$ cat config.mk
export PLATFORM = sky130hd
export DESIGN_NAME = imem_stream_loader
export DESIGN_NICKNAME = d
export VERILOG_FILES = /design/src/rtl/imem_stream_loader_pkg.sv /design/src/rtl/imem_stream_loader_word_packer.sv /design/src/rtl/imem_stream_loader.sv
export SDC_FILE = /design/constraint.sdc
export NUM_CORES = 1
export LEC_CHECK = 0
export CORE_ASPECT_RATIO = 1.75
export CORE_MARGIN = 2
export CORE_UTILIZATION = 55
export CTS_BUF_LIST = sky130_fd_sc_hd__clkbuf_8 sky130_fd_sc_hd__clkbuf_16
export CTS_CLUSTER_SIZE = 25
export DETAILED_ROUTE_END_ITERATION = 8
export MAX_ROUTING_LAYER = met4
export PLACE_DENSITY = 0.8
export SYNTH_ARGS = -nofsm -noshare
export SYNTH_HDL_FRONTEND = slang
export SYNTH_SLANG_ARGS = --single-unit
$ cat constraint.sdc
create_clock -name clock -period 2.8 [get_ports clock]
set_input_delay 0.7 -clock clock [delete_from_list [all_inputs] [get_ports clock]]
set_output_delay 0.7 -clock clock [all_outputs]
set_load 0.01 [all_outputs]
$ cat src/rtl/imem_stream_loader_pkg.sv
// Shared definitions for the instruction-memory stream loader: FSM state
// encodings, frame byte-order constants and the checksum step helper.
package imem_stream_loader_pkg;

    typedef enum logic [2:0] {
        ST_IDLE   = 3'd0,
        ST_LEN_LO = 3'd1,
        ST_LEN_HI = 3'd2,
        ST_DATA   = 3'd3,
        ST_CSUM   = 3'd4,
        ST_DONE   = 3'd5,
        ST_ERROR  = 3'd6
    } state_t;

    // Words are sent least significant byte first: lane 0 is bits [7:0].
    localparam int         BYTES_PER_WORD = 4;
    localparam logic [1:0] LANE_FIRST     = 2'd0;
    localparam logic [1:0] LANE_LAST      = 2'd3;

    // One step of the frame checksum: plain XOR of every data byte.
    function automatic logic [7:0] csum_step(input logic [7:0] acc, input logic [7:0] b);
        return acc ^ b;
    endfunction

endpackage

$ cat src/rtl/imem_stream_loader_word_packer.sv
// Byte-to-word packer: places each data byte in its lane, raises a one-cycle
// write strobe with the assembled word after the last lane, and keeps the
// running XOR checksum of all data bytes since the last clear.
module imem_word_packer
    import imem_stream_loader_pkg::*;
(
    input  logic        clock,
    input  logic        reset,
    input  logic        clear,
    input  logic        byte_en,
    input  logic [1:0]  lane,
    input  logic [7:0]  byte_data,
    output logic        word_we,
    output logic [31:0] word_data,
    output logic [7:0]  csum
);

    logic [23:0] lanes_r;
    logic        we_r;
    logic [31:0] data_r;
    logic [7:0]  csum_r;

    // Lane assembly, one-cycle word strobe and checksum accumulation
    always_ff @(posedge clock or negedge reset) begin
        if (!reset) begin
            lanes_r <= 24'd0;
            we_r    <= 1'b0;
            data_r  <= 32'd0;
            csum_r  <= 8'd0;
        end else if (clear) begin
            lanes_r <= 24'd0;
            we_r    <= 1'b0;
            csum_r  <= 8'd0;
        end else if (byte_en) begin
            csum_r <= csum_step(csum_r, byte_data);
            we_r   <= 1'b0;
            case (lane)
                2'd0:    lanes_r[7:0]   <= byte_data;
                2'd1:    lanes_r[15:8]  <= byte_data;
                2'd2:    lanes_r[23:16] <= byte_data;
                2'd3: begin
                    data_r <= {byte_data, lanes_r};
                    we_r   <= 1'b1;
                end
                default: lanes_r <= lanes_r;
            endcase
        end else begin
            we_r <= 1'b0;
        end
    end

    assign word_we   = we_r;
    assign word_data = data_r;
    assign csum      = csum_r;

endmodule

$ cat src/rtl/imem_stream_loader.sv
// Instruction-memory loader: receives a length-prefixed, XOR-checksummed byte
// frame, writes it word by word into instruction memory and releases the
// core reset only once a complete frame with a good checksum has landed.
module imem_stream_loader
    import imem_stream_loader_pkg::*;
#(
    parameter int PC_SIZE       = 32,
    parameter int INST_MEM_SIZE = 1024
) (
    input  logic               clock,
    input  logic               reset,
    input  logic               start,
    input  logic [7:0]         rx_data,
    input  logic               rx_valid,
    output logic               rx_ready,
    output logic               imem_we,
    output logic [PC_SIZE-1:0] imem_addr,
    output logic [31:0]        imem_wdata,
    output logic               core_reset,
    output logic               load_done,
    output logic               load_error
);

    localparam logic [15:0] MAX_WORDS = 16'(INST_MEM_SIZE / BYTES_PER_WORD);

    state_t             state_r, next_state_s;
    logic               xfer_s, arm_s, last_byte_s;
    logic [15:0]        len_full_s;
    logic [7:0]         len_lo_r;
    logic [15:0]        len_r, word_idx_r;
    logic [1:0]         lane_r;
    logic [PC_SIZE-1:0] imem_addr_r;
    logic [7:0]         csum_s;
    logic               rx_ready_s, core_reset_s, load_done_s, load_error_s;
    logic               rx_ready_r, core_reset_r, load_done_r, load_error_r;

    assign xfer_s      = rx_valid & rx_ready_r;
    assign arm_s       = start & ((state_r == ST_IDLE) | (state_r == ST_DONE) | (state_r == ST_ERROR));
    assign len_full_s  = {rx_data, len_lo_r};
    assign last_byte_s = (lane_r == LANE_LAST) && (word_idx_r == (len_r - 16'd1));

    imem_word_packer u_packer (
        .clock     (clock),
        .reset     (reset),
        .clear     (arm_s),
        .byte_en   (xfer_s & (state_r == ST_DATA)),
        .lane      (lane_r),
        .byte_data (rx_data),
        .word_we   (imem_we),
        .word_data (imem_wdata),
        .csum      (csum_s)
    );

    // FSM state register
    always_ff @(posedge clock or negedge reset) begin
        if (!reset) begin
            state_r <= ST_IDLE;
        end else begin
            state_r <= next_state_s;
        end
    end

    // Next-state decode for the frame parser
    always_comb begin
        next_state_s = state_r;
        case (state_r)
            ST_IDLE, ST_DONE, ST_ERROR: begin
                if (arm_s) next_state_s = ST_LEN_LO;
                else       next_state_s = state_r;
            end
            ST_LEN_LO: begin
                if (xfer_s) next_state_s = ST_LEN_HI;
                else        next_state_s = state_r;
            end
            ST_LEN_HI: begin
                if (!xfer_s)                      next_state_s = state_r;
                else if (len_full_s == 16'd0)     next_state_s = ST_CSUM;
                else if (len_full_s > MAX_WORDS)  next_state_s = ST_ERROR;
                else                              next_state_s = ST_DATA;
            end
            ST_DATA: begin
                if (xfer_s && last_byte_s) next_state_s = ST_CSUM;
                else                       next_state_s = state_r;
            end
            ST_CSUM: begin
                if (!xfer_s)                next_state_s = state_r;
                else if (rx_data == csum_s) next_state_s = ST_DONE;
                else                        next_state_s = ST_ERROR;
            end
            default: next_state_s = ST_IDLE;
        endcase
    end

    // Output decode from the upcoming state so the flopped outputs track it
    always_comb begin
        rx_ready_s   = 1'b0;
        core_reset_s = 1'b0;
        load_done_s  = 1'b0;
        load_error_s = 1'b0;
        case (next_state_s)
            ST_LEN_LO, ST_LEN_HI, ST_DATA, ST_CSUM: rx_ready_s = 1'b1;
            ST_DONE: begin
                core_reset_s = 1'b1;
                load_done_s  = 1'b1;
            end
            ST_ERROR: load_error_s = 1'b1;
            default:  rx_ready_s   = 1'b0;
        endcase
    end

    // Registered status outputs
    always_ff @(posedge clock or negedge reset) begin
        if (!reset) begin
            rx_ready_r   <= 1'b0;
            core_reset_r <= 1'b0;
            load_done_r  <= 1'b0;
            load_error_r <= 1'b0;
        end else begin
            rx_ready_r   <= rx_ready_s;
            core_reset_r <= core_reset_s;
            load_done_r  <= load_done_s;
            load_error_r <= load_error_s;
        end
    end

    // Length capture, byte lane / word counters and write address
    always_ff @(posedge clock or negedge reset) begin
        if (!reset) begin
            len_lo_r    <= 8'd0;
            len_r       <= 16'd0;
            word_idx_r  <= 16'd0;
            lane_r      <= LANE_FIRST;
            imem_addr_r <= '0;
        end else if (arm_s) begin
            len_lo_r   <= 8'd0;
            len_r      <= 16'd0;
            word_idx_r <= 16'd0;
            lane_r     <= LANE_FIRST;
        end else if (xfer_s) begin
            case (state_r)
                ST_LEN_LO: len_lo_r <= rx_data;
                ST_LEN_HI: len_r    <= len_full_s;
                ST_DATA: begin
                    lane_r <= lane_r + 2'd1;
                    if (lane_r == LANE_LAST) begin
                        word_idx_r  <= word_idx_r + 16'd1;
                        imem_addr_r <= PC_SIZE'({word_idx_r, 2'b00});
                    end
                end
                default: len_r <= len_r;
            endcase
        end
    end

    assign rx_ready   = rx_ready_r;
    assign core_reset = core_reset_r;
    assign load_done  = load_done_r;
    assign load_error = load_error_r;
    assign imem_addr  = imem_addr_r;

endmodule

# Word-level counts from Yosys, hierarchy flattened
# Index checks and enable logic that the tools add are counted.
[word_totals]
regBits = 129
out_inout_bits = 69
rom_bits = 0
n_memories = 0
latch_bits = 0
elab_cells = 103
mem_bits_rw = 0
in_bits = 12
[classes]
n_reduce_logical = 25
shifts = 0
n_bitwise = 7
addsub = 3
muxes = 35
order_cmp = 1
multipliers = 0
div = 0
n_eq_ne = 17
[op_table]
columns = ["cell", "count"]
rows = [
  ["$mux 16", 7],
  ["$mux 8", 8],
  ["$mux 24", 2],
  ["$mux 3", 7],
  ["$eq 3x3->1 const B", 6],
  ["$reduce_bool 2->1", 9],
  ["$add 16x1->16 const B", 1],
  ["$eq 16x16->1", 1],
  ["$gt 16x9->1 const B", 1],
  ["$logic_not 16->1", 1],
  ["$sub 16x1->16 const B", 1],
  ["$pmux 3 s5", 1],
  ["$eq 3x2->1 const B", 4],
  ["$reduce_and 2->1", 6],
  ["$eq 8x8->1", 1],
  ["$mux 2", 4],
  ["$xor 8x8->8", 1],
  ["$eq 3x1->1 const B", 2],
  ["$mux 1", 6],
  ["$reduce_and 3->1", 2],
  ["$eq 2x2->1 const B", 2],
  ["$reduce_and 4->1", 1],
  ["$reduce_or 4->1", 1],
  ["$and 1x1->1", 3],
  ["8 further kinds", 10],
]

# Logic depth before layout (Yosys ltp)
[depth]
word_depth = 9
ltp_mapped = 10
mapped_depth_nobuf = 10

# By module
# A second synthesis with hierarchy kept.
[unflattened]
cells_unflattened = 608
hier_area_um2 = 6379.9
[modules_own_cells]
columns = ["module", "area_per_inst_um2", "instances", "seq_area_each_um2", "cells_each"]
rows = [
  ["imem_stream_loader", 3627.2, 1, 1601.5, 413],
  ["imem_word_packer", 2752.6, 1, 1626.6, 195],
]

# Worst setup path after synthesis
# Ideal clock, no wire load.
[synth_timing]
path_kind = "flip-flop to flip-flop"
start = "register len_r[0]"
end = "register rx_ready_r, in the netlist rx_ready"
setup_slack_ns = 0.428
arrival_time_ns = 2.247
setup_ns = 0.125
n_path_buf = 0
required_ns = 2.675
period_less_slack_ns = 2.372
stages_incl_launch_ff = 8
cell_sequence = "dfrtp_1 or3_4 or3_1 a21oi_1 o22ai_1 or4_4 o31a_1 xnor2_1"
[synth_via]
elab_chain_len = 9
elab_cells_between_ends = 12
classes_between = "add/sub (1); eq/ne (5); mux (3); reduce/logical (3)"
[synth_lines]
columns = ["item", "line", "text"]
rows = [
  ["start: declaration", "imem_stream_loader.sv:30", "logic [15:0] len_r, word_idx_r;"],
  ["start signal: assignment", "imem_stream_loader.sv:142", "ST_LEN_HI: len_r <= len_full_s;"],
  ["start signal: assignment", "imem_stream_loader.sv:150", "default: len_r <= len_r;"],
  ["$sub 16x1->16 *", "imem_stream_loader.sv:40", "assign last_byte_s = (lane_r == LANE_LAST) && (word_idx_r == (len_r - 16'd1));"],
  ["$eq 16x16->1 *", "imem_stream_loader.sv:40", ""],
  ["$logic_and 1x1->1 *", "imem_stream_loader.sv:40", ""],
  ["$logic_and 1x1->1 *", "imem_stream_loader.sv:82", "if (xfer_s && last_byte_s) next_state_s = ST_CSUM;"],
  ["$mux 3 *", "imem_stream_loader.sv:82", ""],
  ["$pmux 3 s5 *", "imem_stream_loader.sv:66", "case (state_r)"],
  ["$eq 3x1->1 (tied with other cells)", "imem_stream_loader.sv:100", "case (next_state_s)"],
  ["$reduce_or 4->1 *", "imem_stream_loader.sv:100", ""],
  ["$mux 1 *", "imem_stream_loader.sv:100", ""],
  ["net rx_ready_s", "imem_stream_loader.sv:34", "logic rx_ready_s, core_reset_s, load_done_s, load_error_s;"],
  ["end signal: assignment", "imem_stream_loader.sv:119", "rx_ready_r <= rx_ready_s;"],
  ["end: declaration", "imem_stream_loader.sv:35", "logic rx_ready_r, core_reset_r, load_done_r, load_error_r;"],
]
# The timed path passes the listed nets; every way through them passes the cells marked *.
# A chain may end at the register's enable or synchronous reset.

# Worst setup path after layout
[layout_timing]
start = "register len_r[5]"
end = "register rx_ready_r, in the netlist rx_ready"
# Same word-level chain as after synthesis.

==> impl_summary.txt <==
----------------------------------------------------
[Run status]
  Outcome ... finished clean

[Pwr]
  Switching power ... 2.36 mW
  Leak ... 3.59 nW
  Fraction of power spent switching nets ... 0.358
  Tot Pwr ... 6.60 mW
  Internal Pwr Total ... 4.23 mW
  Gate power share ... 0.305
  Power share of the clock group ... 0.323
  Maximum resistive drop on vdd ... 0.598 mV
  Power per Cell Area ... 870 nW/um^2
  Share of total power in sequential cells ... 0.372

[Drt]
  Routed via count divided by cell count ... 5.64
  Average detailed-routed wire length per instance ... 17.6 microns
  Overall routed net length ... 15.2 mm
  First DRT Iteration DRCs ... 307
  Total via count after detailed routing ... 4,869
  Detailed Routing Iterations Pass 1 ... 5
  Residual antenna-violating net count after detailed routing ... 0
  Final routed DRC violation total ... 0

[Yosys]
  Register bit total from synthesis ... 129
  Compound-gate portion of the synthesized area ... 0.0739
  Average cell area after synthesis ... 9.51 sq um
  Simple-gate share of the synthesized area ... 0.213
  Netlist area before placement ... 6180 sq um
  Share of cell area taken by muxes after synthesis ... 0.0601
  Adder-cell area share of the yosys netlist ... 0.0121
  Xor/xnor cell area share of the yosys netlist ... 0.0680
  Biggest area contributors in the synthesized netlist ... sky130_fd_sc_hd__dfrtp_1 52%, sky130_fd_sc_hd__nand2_1 9.7%, sky130_fd_sc_hd__xor2_1 4.8%, sky130_fd_sc_hd__mux2_2 4.6%, sky130_fd_sc_hd__a21oi_1 3.6%
  Total of warnings raised by yosys ... 0
  Dominant cell type by area after synthesis ... sky130_fd_sc_hd__dfrtp_1
  Async SR Flop Fraction ... 1.00
  Part of the Yosys area used for sequential elements ... 0.522
  Commonest register cell after synthesis ... sky130_fd_sc_hd__dfrtp_1
  Number of distinct library cells after synthesis ... 56
  Largest family of logic cells by synthesized area ... simple AND/OR/NAND/NOR gates
  Area fraction of the dominant cell type after synthesis ... 0.522
  Number of instances in the synthesized netlist ... 650
  Post-synth EDFFs ... 0

[Global routing]
  Number of global-route vias before repair ... 5,136
  Antenna violations before repair ... 0
  Overall track demand over capacity in global routing ... 0.270
  Wire length of the first global-routing pass ... 24.8 mm
  Pin count of the biggest net entering global routing ... 64
  Final global-route overflow total ... 0

[Clocking]
  Clock Pin Slew Worst Setup and Hold Paths ... 0.06 ns
  Clock latency of the later-clocked register in the worst-skew pair ... 0.42 ns
  Count of H-tree levels built during CTS ... 4
  Clock sink total ... 129
  Number of buffers added for setup after CTS ... 0
  Root Buffer Master ... sky130_fd_sc_hd__clkbuf_16
  Cts bufs inserted ... 17
  Clock tree from TritonCTS ... done
  Buffer depth of the longest clock path ... 2

[STA]
  Count of endpoints failing hold in the final timing report ... 0
  Fin crit share ... 0.998
  Maximum clock frequency ... 358 MHz
  Final setup vio count ... 0
  Pin slew with the least headroom to its limit ... 0.896 ns
  Headroom to the max-slew limit ... 0.399
  Final critical path time including I/O delays and setup ... 2.80 ns
  Maximum clock skew at final layout ... 0.00712 ns
  Final max-slew violation count ... 0

[Placed design]
  Total half-perimeter wirelength after legalization and detailed placement ... 10.6 mm
  Final RePlAce weighted congestion ... 0.951
  I/O Buffers ... 64

[Finish]
  Fillers ... 808
  Post-layout nets ... 736
  Final antenna diode count ... 0
  Fraction of final layout cells with drive strength greater than 1 ... 0.137
  Utilization of the core after routing ... 0.687
  Area added between synthesis and finish ... 22.7%

[Hold path]
  Class of the worst hold path ... input port to asynchronous set/reset pin

[Worst setup path]
  Maximum fanout count along the critical path ... 5
  Peak per-stage delay on the critical path ... 0.78 ns
  Worst endpoint required time ... 3.13 ns
  Worst EP arrival ... 3.13 ns
  Worst-path cell chain ... nor4_4 > nand3_1 > mux2_2 > a311oi_1 > or4_1 > o21ai_2 > nand3_1 > xnor2_1
  Cell with the largest stage delay on the worst path ... sky130_fd_sc_hd__a311oi_1
  Startpoint types ... flop
  Type of the worst setup path ... flop to flop
  Most numerous cell on the critical path ... sky130_fd_sc_hd__nand3_1
  Critical path capture point type ... flop

[Floorplanning]
  Die W ... 84.1 microns
  Die Y ... 144 microns
  Die area ... 12,100 sq um
  Site Rows ... 51
  Starting density of the core ... 0.560
  Core box area ... 11,000 sq um
  I/O pins ... 81

[Job]
  Max-capacitance violation count ... 0

----------------------------------------------------
[area by class of cell]
type	instances	area, sq um	share of cell area
multi-input combinational	471	2720	0.359
inverter	9	33.8	0.00446
clock inverter	15	149	0.0196
sequential	129	3230	0.426
tap	132	165	0.0218
clock buffer	17	425	0.0561
timing repair buffer	90	858	0.113
[path summary, 6_finish.rpt]
check | startpoint | endpoint | slack [ns] | cells past startpoint
worst max register to register | len_r[5] | rx_ready | 0.004 | 8
min in group clock | u_packer.lanes_r[17] | u_packer.word_data[17] | 0.47 | 2
worst min register to register | u_packer.lanes_r[17] | u_packer.word_data[17] | 0.47 | 2
max in group asynchronous | reset | len_r[11] | 1.70 | 2
worst max-delay path | len_r[5] | rx_ready | 0.004 | 8
worst min-delay path | reset | u_packer.word_data[18] | 0.34 | 1
[Yosys cell counts (2+ instances only)]
master / n
sky130_fd_sc_hd__nand2_1: 160
sky130_fd_sc_hd__dfrtp_1: 129
sky130_fd_sc_hd__a21oi_1: 44
sky130_fd_sc_hd__nor2_1: 44
sky130_fd_sc_hd__clkbuf_1: 36
sky130_fd_sc_hd__nand3_1: 34
sky130_fd_sc_hd__xor2_1: 34
sky130_fd_sc_hd__mux2_2: 25
sky130_fd_sc_hd__buf_4: 17
sky130_fd_sc_hd__o21ai_0: 14
sky130_fd_sc_hd__xnor2_1: 14
sky130_fd_sc_hd__mux2i_1: 9
sky130_fd_sc_hd__nor4_1: 9
sky130_fd_sc_hd__inv_1: 8
sky130_fd_sc_hd__ha_1: 6
sky130_fd_sc_hd__nor3_1: 6
sky130_fd_sc_hd__and3_1: 5
sky130_fd_sc_hd__nand4_1: 5
sky130_fd_sc_hd__nor2b_1: 4
sky130_fd_sc_hd__buf_1: 3
sky130_fd_sc_hd__nand2b_1: 3
sky130_fd_sc_hd__a21boi_0: 2
sky130_fd_sc_hd__a22oi_1: 2
sky130_fd_sc_hd__nor4_4: 2
sky130_fd_sc_hd__o211ai_1: 2
sky130_fd_sc_hd__o21bai_1: 2
sky130_fd_sc_hd__or3_1: 2
[power by group through the flow]
stage	sequential, mW	combinational [mW]	clock [mW]
after global placement	2.46	1.90	0
after detailed placement	2.47	1.97	0
final	2.45	2.01	2.13
after global routing	2.49	2.17	2.25
after CTS	2.45	1.99	2.16
after floorplan	2.39	1.45	0
[routing by layer]
metal	vias to the layer above	part of all wire	GRT usage
met5	-	0	-
met1	2421	0.36	0.271
met3	44	0.035	0.0462
li1	2272	-	-
met2	132	0.56	0.486
met4	0	0.045	0.160
[layout by cell type, fill, tap and decap left out, drive strengths merged, types with 2 or more instances in the layout]
master / count
or3: 3
or4: 2
a21oi: 44
and3: 5
nor2: 44
mux2: 25
clkdlybuf4s50: 63
nand4: 5
nand2b: 3
ha: 6
nand3: 34
nor3b: 2
nor3: 7
clkinv: 2
and2: 2
nor4: 11
o211ai: 2
clkbuf: 17
nand2: 160
xor2: 34
conb: 16
buf: 27
nor2b: 4
a22oi: 2
o21bai: 2
clkinvlp: 5
xnor2: 14
mux2i: 9
inv: 16
a21boi: 2
nand3b: 2
dfrtp: 129
o21ai: 15
[per-stage QoR]
stage	setup TNS, ns	setup slack, ns	cell area, sq um	hold WS, ns	std cells
finish	0	0.00426	7580	0.337	863
global route	-0.00307	-0.00307	7580	0.392	863
CTS	0	0.0260	7570	0.361	863
detailed placement	0	0.0326	7000	0.456	831
global placement	0	0.148	7000	0.460	831
floorplan	0	0.428	6240	0.404	665
[what timing repair did]
item,in CTS,in global routing
hold buffers,0,0
endpoints found under the setup margin,0,2
resized for setup,0,3
[sequential cells by signal (all words and copies together) (netlist names)]
| register | cells |
|---|---|
| imem_addr | 16 |
| lane_r | 2 |
| len_lo_r | 8 |
| len_r | 16 |
| load_done | 1 |
| load_error | 1 |
| rx_ready | 1 |
| state_r | 3 |
| u_packer.csum | 8 |
| u_packer.lanes_r | 24 |
| u_packer.word_data | 32 |
| u_packer.word_we | 1 |
| word_idx_r | 16 |
[worst max-delay path: cells and delay by family (launching register included)]
family | cells | cell delay [ns]
flip-flops | 1 | 0.48
AO/OA/AOI/OAI | 2 | 0.86
AND/OR/NAND/NOR | 4 | 0.94
multiplexers | 1 | 0.31
XOR/XNOR | 1 | 0.13
[cells by family after synthesis]
| group | after synthesis |
|---|---|
| and+or+nand+nor | 288 |
| DFF | 129 |
| AOI/OAI and AO/OA | 79 |
| buffers and inverters | 65 |
| xor gates and xnor gates | 48 |
| muxes | 34 |
| adders and majority gates | 6 |
| other | 1 |
Note: power is estimated with default switching activity, not from simulation.
